File: src/rtl/dir_pkg.sv
// Shared direction definitions for the button conditioner and the position tracker.
// Bit indices of the direction bus and the per-channel auto-repeat state encoding.
package dir_pkg;

    localparam int unsigned DIR_UP    = 0;
    localparam int unsigned DIR_DOWN  = 1;
    localparam int unsigned DIR_LEFT  = 2;
    localparam int unsigned DIR_RIGHT = 3;
    localparam int unsigned NUM_DIRS  = 4;

    typedef enum logic [1:0] {
        StOff,
        StHold,
        StGap,
        StRpt
    } rpt_state_e;

endpackage

File: src/rtl/debounce_chan.sv
// One button channel: two-flop synchroniser, stable-sample debounce counter and a
// hold-to-repeat FSM that punches one-cycle low gaps into a held press.
module debounce_chan
    import dir_pkg::*;
#(
    parameter int unsigned DB_CYCLES     = 20000,
    parameter int unsigned HOLD_CYCLES   = 500000,
    parameter int unsigned REPEAT_CYCLES = 100000,
    parameter bit          REPEAT_EN     = 1'b1
) (
    input  logic clk,
    input  logic rst_n,
    input  logic btn_raw_i,
    output logic dir_o,
    output logic held_o
);

    localparam int unsigned CntW   = $clog2(DB_CYCLES);
    localparam int unsigned TmrMax = (HOLD_CYCLES > REPEAT_CYCLES) ? HOLD_CYCLES : REPEAT_CYCLES;
    localparam int unsigned TmrW   = $clog2(TmrMax);

    localparam logic [CntW-1:0] CntLast  = CntW'(DB_CYCLES - 1);
    localparam logic [TmrW-1:0] HoldLast = TmrW'(HOLD_CYCLES - 1);
    localparam logic [TmrW-1:0] RptLast  = TmrW'(REPEAT_CYCLES - 1);
    localparam logic [TmrW-1:0] TmrSat   = '1;

    logic [1:0]      sync_q, sync_d;
    logic [CntW-1:0] cnt_q, cnt_d;
    logic            deb_q, deb_d;
    logic [TmrW-1:0] tmr_q, tmr_d;
    rpt_state_e      state_q, state_d;
    logic            dir_q, dir_d;
    logic            s;

    assign sync_d = {sync_q[0], btn_raw_i};
    assign s      = sync_q[1];

    // Any agreeing sample restarts the count; only an unbroken run flips the level.
    always_comb begin
        cnt_d = cnt_q;
        deb_d = deb_q;
        if (s == deb_q) begin
            cnt_d = '0;
        end else if (cnt_q == CntLast) begin
            deb_d = s;
            cnt_d = '0;
        end else begin
            cnt_d = cnt_q + 1'b1;
        end
    end

    always_comb begin
        state_d = state_q;
        tmr_d   = (tmr_q == TmrSat) ? tmr_q : tmr_q + 1'b1;
        unique case (state_q)
            StOff: begin
                if (deb_q) begin
                    state_d = StHold;
                    tmr_d   = '0;
                end
            end
            StHold: begin
                if (REPEAT_EN && (tmr_q == HoldLast)) begin
                    state_d = StGap;
                end
            end
            StGap: begin
                state_d = StRpt;
                tmr_d   = '0;
            end
            StRpt: begin
                if (tmr_q == RptLast) begin
                    state_d = StGap;
                end
            end
            default: state_d = StOff;
        endcase
        // A release wins over any timer expiry in the same cycle.
        if (!deb_q) begin
            state_d = StOff;
        end
        dir_d = (state_d == StHold) || (state_d == StRpt);
    end

    always_ff @(posedge clk or negedge rst_n) begin
        if (!rst_n) begin
            sync_q  <= '0;
            cnt_q   <= '0;
            deb_q   <= 1'b0;
            tmr_q   <= '0;
            state_q <= StOff;
            dir_q   <= 1'b0;
        end else begin
            sync_q  <= sync_d;
            cnt_q   <= cnt_d;
            deb_q   <= deb_d;
            tmr_q   <= tmr_d;
            state_q <= state_d;
            dir_q   <= dir_d;
        end
    end

    assign dir_o  = dir_q;
    assign held_o = deb_q;

endmodule

File: src/rtl/dir_debounce.sv
// Four independent direction-button conditioners feeding the position tracker's
// dir_udlr input; bit order follows the shared direction indices.
module dir_debounce
    import dir_pkg::*;
#(
    parameter int unsigned DB_CYCLES     = 20000,
    parameter int unsigned HOLD_CYCLES   = 500000,
    parameter int unsigned REPEAT_CYCLES = 100000,
    parameter bit          REPEAT_EN     = 1'b1
) (
    input  logic                clk,
    input  logic                rst_n,
    input  logic [NUM_DIRS-1:0] btn_raw,
    output logic [NUM_DIRS-1:0] dir_udlr,
    output logic [NUM_DIRS-1:0] held
);

    for (genvar i = 0; i < NUM_DIRS; i++) begin : g_chan
        debounce_chan #(
            .DB_CYCLES     (DB_CYCLES),
            .HOLD_CYCLES   (HOLD_CYCLES),
            .REPEAT_CYCLES (REPEAT_CYCLES),
            .REPEAT_EN     (REPEAT_EN)
        ) u_chan (
            .clk       (clk),
            .rst_n     (rst_n),
            .btn_raw_i (btn_raw[i]),
            .dir_o     (dir_udlr[i]),
            .held_o    (held[i])
        );
    end

endmodule
File: config.mk
export PLATFORM = sky130hd
export DESIGN_NAME = dir_debounce
export DESIGN_NICKNAME = d
export VERILOG_FILES = /design/src/rtl/dir_pkg.sv /design/src/rtl/debounce_chan.sv /design/src/rtl/dir_debounce.sv
export SDC_FILE = /design/constraint.sdc
export NUM_CORES = 1
export LEC_CHECK = 0
export CAP_MARGIN = 10
export CORE_ASPECT_RATIO = 1.2
export CORE_MARGIN = 2
export CORE_UTILIZATION = 45
export CTS_CLUSTER_DIAMETER = 80
export DETAILED_ROUTE_END_ITERATION = 8
export PLACE_DENSITY = 0.73
export SLEW_MARGIN = 40
export SYNTH_ARGS = -nofsm -noshare
export SYNTH_HDL_FRONTEND = slang
export SYNTH_SLANG_ARGS = --single-unit
File: constraint.sdc
create_clock -name clk -period 6 [get_ports clk]
set_input_delay 0.9 -clock clk [delete_from_list [all_inputs] [get_ports clk]]
set_output_delay 0.9 -clock clk [all_outputs]
set_load 0.01 [all_outputs]
==> impl_metrics.ini, run 1 <==
[clock_tree]
cts.repair.resized = 0
clkLatencyLatePin_ns = 0.42
clk_path_buf_depth = 2
clock-sinks = 160
path_clk_slew_ns = 0.06
cts_setup_buffers = 0
cts_tree = built
h-tree-depth = 4
cts_hold_buf = 0
cts-buffers-inserted = 17
clockRootBuffer = clkbuf_16

[routing]
routed-via-count = 6656
first_pass_iters = 5
drtAntennaViolNets = 0
vias_per_cell = 5.99
drc_errors = 0
routed_wl_mm = 16.8
drt-initial-drc-count = 598
routedWlPerCell_um = 15.1

[cells_and_area]
num_antenna_cells = 0
multiInputGateArea_sq_um = 4120
drive_gt1_share_pct = 6.42
final_cell_mix = 160 x dfrtp_1, 82 x nor2_1, 69 x nand2_1, 54 x nand4_1, 49 x nand3_1
fin_nets = 889
fill_cells = 1619
finish.instance_area_sq_um = 9340
syn_to_final_growth_pct = 11.9
layout_commonest_cell = dfrtp_1
regArea_sq_um = 4000

[global_route]
track_usage_pct = 17.9
grt.overflow.total = 0
grt_pass1_wl_mm = 29.4
grt_max_degree = 108
use_met3_pct = 3.61
first_global_vias = 6392
use_met1_pct = 23.1
grt-busiest-layer = met2
antenna_found_initial = 0
met2_usage_pct = 30.1

[placed_design]
gp_congestion = 0.887
dp_hpwl_mm = 11.2
post_dp_cell_area_sq_um = 8600
numPortBuffers = 13

[power_and_ir_drop]
leakagePower_nw = 3.72
vdd.ir_drop.worst_mv = 0.190
cellPowerDensity_nw_per_um2 = 258

[hold_path]
hold_depth = 0
min_path_type = reg -> reg

[timing]
rsz0062_at_grt = false
clock_skew_ns = 0.0105
fin_setup_tns_ns = 0
slew_headroom_pct = 52.4
setup_viol = 0
timing.fmax_mhz = 417
min_period_over_period_pct = 39.9
drv_slew = 0
finalHoldViolCount = 0
fin_crit_ns = 2.40
worst_slew_pin_slew_ns = 0.708

[yosys]
yosys_most_used_dff = dfrtp_1
ys_types = 59
yosysSeqAreaShare_pct = 48.0
yosys_warnings = 0
synth.avg_cell_area_sq_um = 9.50
synth_area_leader_cell = dfrtp_1
synthArstFlopShare_pct = 100
yosysTopAreaCellShare_pct = 48.0
synth-seq-cells = 160
synth_edf_count = 0
ys_top_cells_by_area = dfrtp_1 48%, nand4_1 4.0%, nor2_1 3.9%
synth_nets = 893
syn_area_sq_um = 8350
syn_inst = 879

[floorplanning]
rows = 54
die_area_sq_um = 19700
initial_utilization_pct = 45.9
chipHeight_um = 153
dieWidth_um = 128
coreArea_sq_um = 18200
io_pins = 14

[critical_path]
critical_path_required_ns = 5.10
rrSetupSlack_ns = 3.76
cp.depth = 1
cp_slowest_cell = clkdlybuf4s50_1
critPathLaunchType = flop
cpPeakStageDelay_ns = 0.60
crit_path_cell_trace = clkdlybuf4s50_1
path_max_fanout = 8
critPathKind = reg -> out
cp_num_buf_inv = 1
critPathTopFamily = buffers and inverters
reg2reg_depth = 5
crit_arrival_ns = 1.50
worstSetupEndpointType = primary output

[status]
outcome = finished, final reports clean

[flow_run]
drv_cap = 0
[power breakdown]
part	leakage, nW	internal [mW]	switching (mW)
Sequential	2.15	1.09	0.00796
Combinational	1.24	0.0135	0.0342
Clock	0.330	0.836	0.431
Total	3.72	1.94	0.473
[logic make-up after synthesis]
kind of cell / Yosys count / share of synthesized area, %
AOI/OAI and AO/OA: 169 / 13.2
xor gates and xnor gates: 48 / 5.04
adders and majority gates: 8 / 1.20
buffers and inverters: 55 / 2.98
DFF: 160 / 48.0
muxes: 21 / 2.62
and+or+nand+nor: 418 / 27.0
[through the flow]
stage	setup slack (ns)	total power [mW]	util, %	instances	hold WS, ns
after floorplan	4.10	1.13	-	879	0.331
after global placement	3.61	1.16	47.3	1079	0.333
after detailed placement	3.74	1.16	47.3	1079	0.337
after CTS	3.56	2.44	51.2	1111	0.351
after global routing	3.52	2.50	51.4	1112	0.358
final	3.60	2.41	51.4	1112	0.348
[Yosys cell counts (3+ instances only)]
master,count
nor2_1,87
nand4_1,54
ha_1,8
a211oi_1,10
a311oi_1,3
a41oi_1,7
or2_2,5
a21boi_0,9
and3_1,14
mux2_2,3
o21ai_0,38
nor4_1,19
nor4b_1,9
o31ai_1,8
and4_1,15
a21oi_1,47
xnor2_1,29
a31oi_1,14
or3_1,15
mux2i_1,17
nand2_1,69
clkbuf_1,25
nor3_1,32
nand3_1,49
buf_2,4
xor2_1,19
buf_4,8
or4_1,12
nor4bb_1,3
a2111o_1,7
and2_1,6
dfrtp_1,160
inv_1,15
o21a_1,7
nand2b_1,19
[worst paths after layout]
check,startpoint,end
max,g_chan[2].u_chan.held_o,held[2]
min,g_chan[2].u_chan.sync_q[0],g_chan[2].u_chan.sync_q[1]
max reg2reg,g_chan[0].u_chan.tmr_q[0],g_chan[0].u_chan.tmr_q[4]
min reg2reg,g_chan[2].u_chan.sync_q[0],g_chan[2].u_chan.sync_q[1]
max in group asynchronous,rst_n,g_chan[1].u_chan.tmr_q[12]
min in group asynchronous,rst_n,g_chan[2].u_chan.cnt_q[0]
[area by class of cell]
cell class / instances / share of cell area (%)
multi-input cells: 664 / 44.1
flip-flops and latches: 160 / 42.9
clock buffers: 19 / 4.74
well taps: 224 / 3.00
clock inverters: 13 / 2.73
repair buffers: 17 / 1.98
inverters: 15 / 0.603
[layer usage]
metal  routed length [um]  vias to the layer above
met2                 8440                      147
met3                  525                       14
met1                 7650                     3222
met4                  151                        0
li1                     -                     3273
met5                    0                        -
[sequential cells by signal (all words and copies together), names as in the netlist]
signal and count:
g_chan.u_chan.cnt_q 60, g_chan.u_chan.dir_o 4, g_chan.u_chan.held_o 4, g_chan.u_chan.state_q 8, g_chan.u_chan.sync_q 8, g_chan.u_chan.tmr_q 76
(Power assumes the default switching activity.)
==> inputs of run 2 (changes only) <==
clock period = 2.4 ns   (was 6 ns; I/O delays follow)
==> impl_metrics.ini, run 2 (synthesis results as in run 1) <==
[timing]
setup_viol = 0
drv_slew = 0
timing.fmax_mhz = 442
fin_crit_ns = 2.26
fin_setup_tns_ns = 0
rsz0062_at_grt = false
slew_headroom_pct = 60.9
min_period_over_period_pct = 94.2
clock_skew_ns = 0.00966
worst_slew_pin_slew_ns = 0.583
finalHoldViolCount = 0

[routing]
drc_errors = 0
routedWlPerCell_um = 14.9
routed-via-count = 6688
vias_per_cell = 5.94
drtAntennaViolNets = 0
drt-initial-drc-count = 592
first_pass_iters = 5
routed_wl_mm = 16.7

[global_route]
grt_pass1_wl_mm = 30.1
antenna_found_initial = 0
grt.overflow.total = 0
grt_max_degree = 68
met2_usage_pct = 29.9
track_usage_pct = 18.4
use_met3_pct = 3.64
first_global_vias = 6517
use_met1_pct = 24.4
grt-busiest-layer = met2

[floorplanning]
rows = 54
dieWidth_um = 128
coreArea_sq_um = 18200
chipHeight_um = 153
die_area_sq_um = 19700
initial_utilization_pct = 45.9
io_pins = 14

[critical_path]
critPathTopFamily = simple AND/OR/NAND/NOR gates
critical_path_required_ns = 2.70
cp_num_buf_inv = 1
path_max_fanout = 6
worstSetupEndpointType = flop
cpPeakStageDelay_ns = 0.53
critPathLaunchType = flop
cp_slowest_cell = nor4_1
critPathKind = reg -> reg
crit_arrival_ns = 2.56
crit_path_cell_trace = ha_1, nand3_1, buf_4, nor4_1, a41oi_1, a311oi_1

[hold_path]
min_path_type = reg -> reg

[flow_run]
drv_cap = 0

[power_and_ir_drop]
power_mw = 5.63
leakagePower_nw = 3.76
cellPowerDensity_nw_per_um2 = 604
vdd.ir_drop.worst_mv = 0.502

[cells_and_area]
final_cell_count_no_fill = 1125
layout_commonest_cell = dfrtp_1
num_antenna_cells = 0
largest_reg_flops = 76
fill_cells = 1624
final_cell_mix = 160 x dfrtp_1, 87 x nor2_1, 69 x nand2_1, 54 x nand4_1, 49 x nand3_1
multiInputGateArea_sq_um = 4100
fin_nets = 902
top_regs = g_chan.u_chan.tmr_q x76, g_chan.u_chan.cnt_q x60
regArea_sq_um = 4000
syn_to_final_growth_pct = 11.8
regMostFlops = g_chan.u_chan.tmr_q
drive_gt1_share_pct = 7.10

[status]
outcome = finished, final reports clean

[clock_tree]
cts_tree = built
clk_path_buf_depth = 2
cts_setup_buffers = 0
clockRootBuffer = clkbuf_16
cts-buffers-inserted = 17
clkLatencyLatePin_ns = 0.43
path_clk_slew_ns = 0.07
h-tree-depth = 4
clock-sinks = 160

[placed_design]
placedCellCount = 1092
numPortBuffers = 13
dp_hpwl_mm = 11.2
gp_congestion = 0.872
-- run 2: what timing repair did --
action / CTS / global route
endpoints found under the hold margin: 50 / 0
resized for setup: 0 / 0
hold buffers: 1 / 0
-- run 2: worst register-to-register path, cell delays in order (launching register included) --
cell,delay (ns)
dfrtp_1,0.40
ha_1,0.20
nand3_1,0.19
buf_4,0.22
nor4_1,0.53
a41oi_1,0.22
a311oi_1,0.37
-- run 2: layout make-up --
type	count	share of cell area, %
multi-input cells	664	43.9
flip-flops and latches	160	42.9
clock buffers	21	5.15
repair buffers	30	3.07
well taps	224	3.00
clock inverters	11	1.37
inverters	15	0.603
-- run 2: worst paths after layout --
path                                                  from                           to  slack [ns]  cells after the start
worst min register to register  g_chan[0].u_chan.sync_q[0]   g_chan[0].u_chan.sync_q[1]        0.34                      0
max in group asynchronous                            rst_n  g_chan[1].u_chan.state_q[0]        1.22                      3
worst min-delay path            g_chan[0].u_chan.sync_q[0]   g_chan[0].u_chan.sync_q[1]        0.34                      0
worst max register to register   g_chan[1].u_chan.tmr_q[0]   g_chan[1].u_chan.tmr_q[16]        0.14                      6
min in group asynchronous                            rst_n    g_chan[2].u_chan.cnt_q[3]        0.44                      2
worst max-delay path             g_chan[1].u_chan.tmr_q[0]   g_chan[1].u_chan.tmr_q[16]        0.14                      6
-- run 2: layer usage --
metal  part of all wire [%]  wire length [um]
met1                     47              7860
met2                     49              8130
met3                    2.9               485
met4                    1.6               266
met5                      0                 0
-- run 2: where the power goes --
| part | leakage [nW] | internal, mW | switching, mW | total, mW |
|---|---|---|---|---|
| Clock | 0.297 | 1.65 | 1.12 | 2.77 |
| Combinational | 1.31 | 0.0353 | 0.0868 | 0.122 |
| Sequential | 2.15 | 2.72 | 0.0205 | 2.74 |
-- run 2: stage by stage --
step | util, % | setup slack (ns) | hold slack, ns | instance area, sq um
final | 51.3 | 0.140 | 0.345 | 9330
after global routing | 51.3 | 0.0857 | 0.350 | 9330
after CTS | 51.3 | 0.211 | 0.348 | 9330
after detailed placement | 47.9 | 0.405 | 0.337 | 8710
after global placement | 47.9 | 0.466 | 0.333 | 8710
after floorplan | - | 0.503 | 0.0644 | 8350
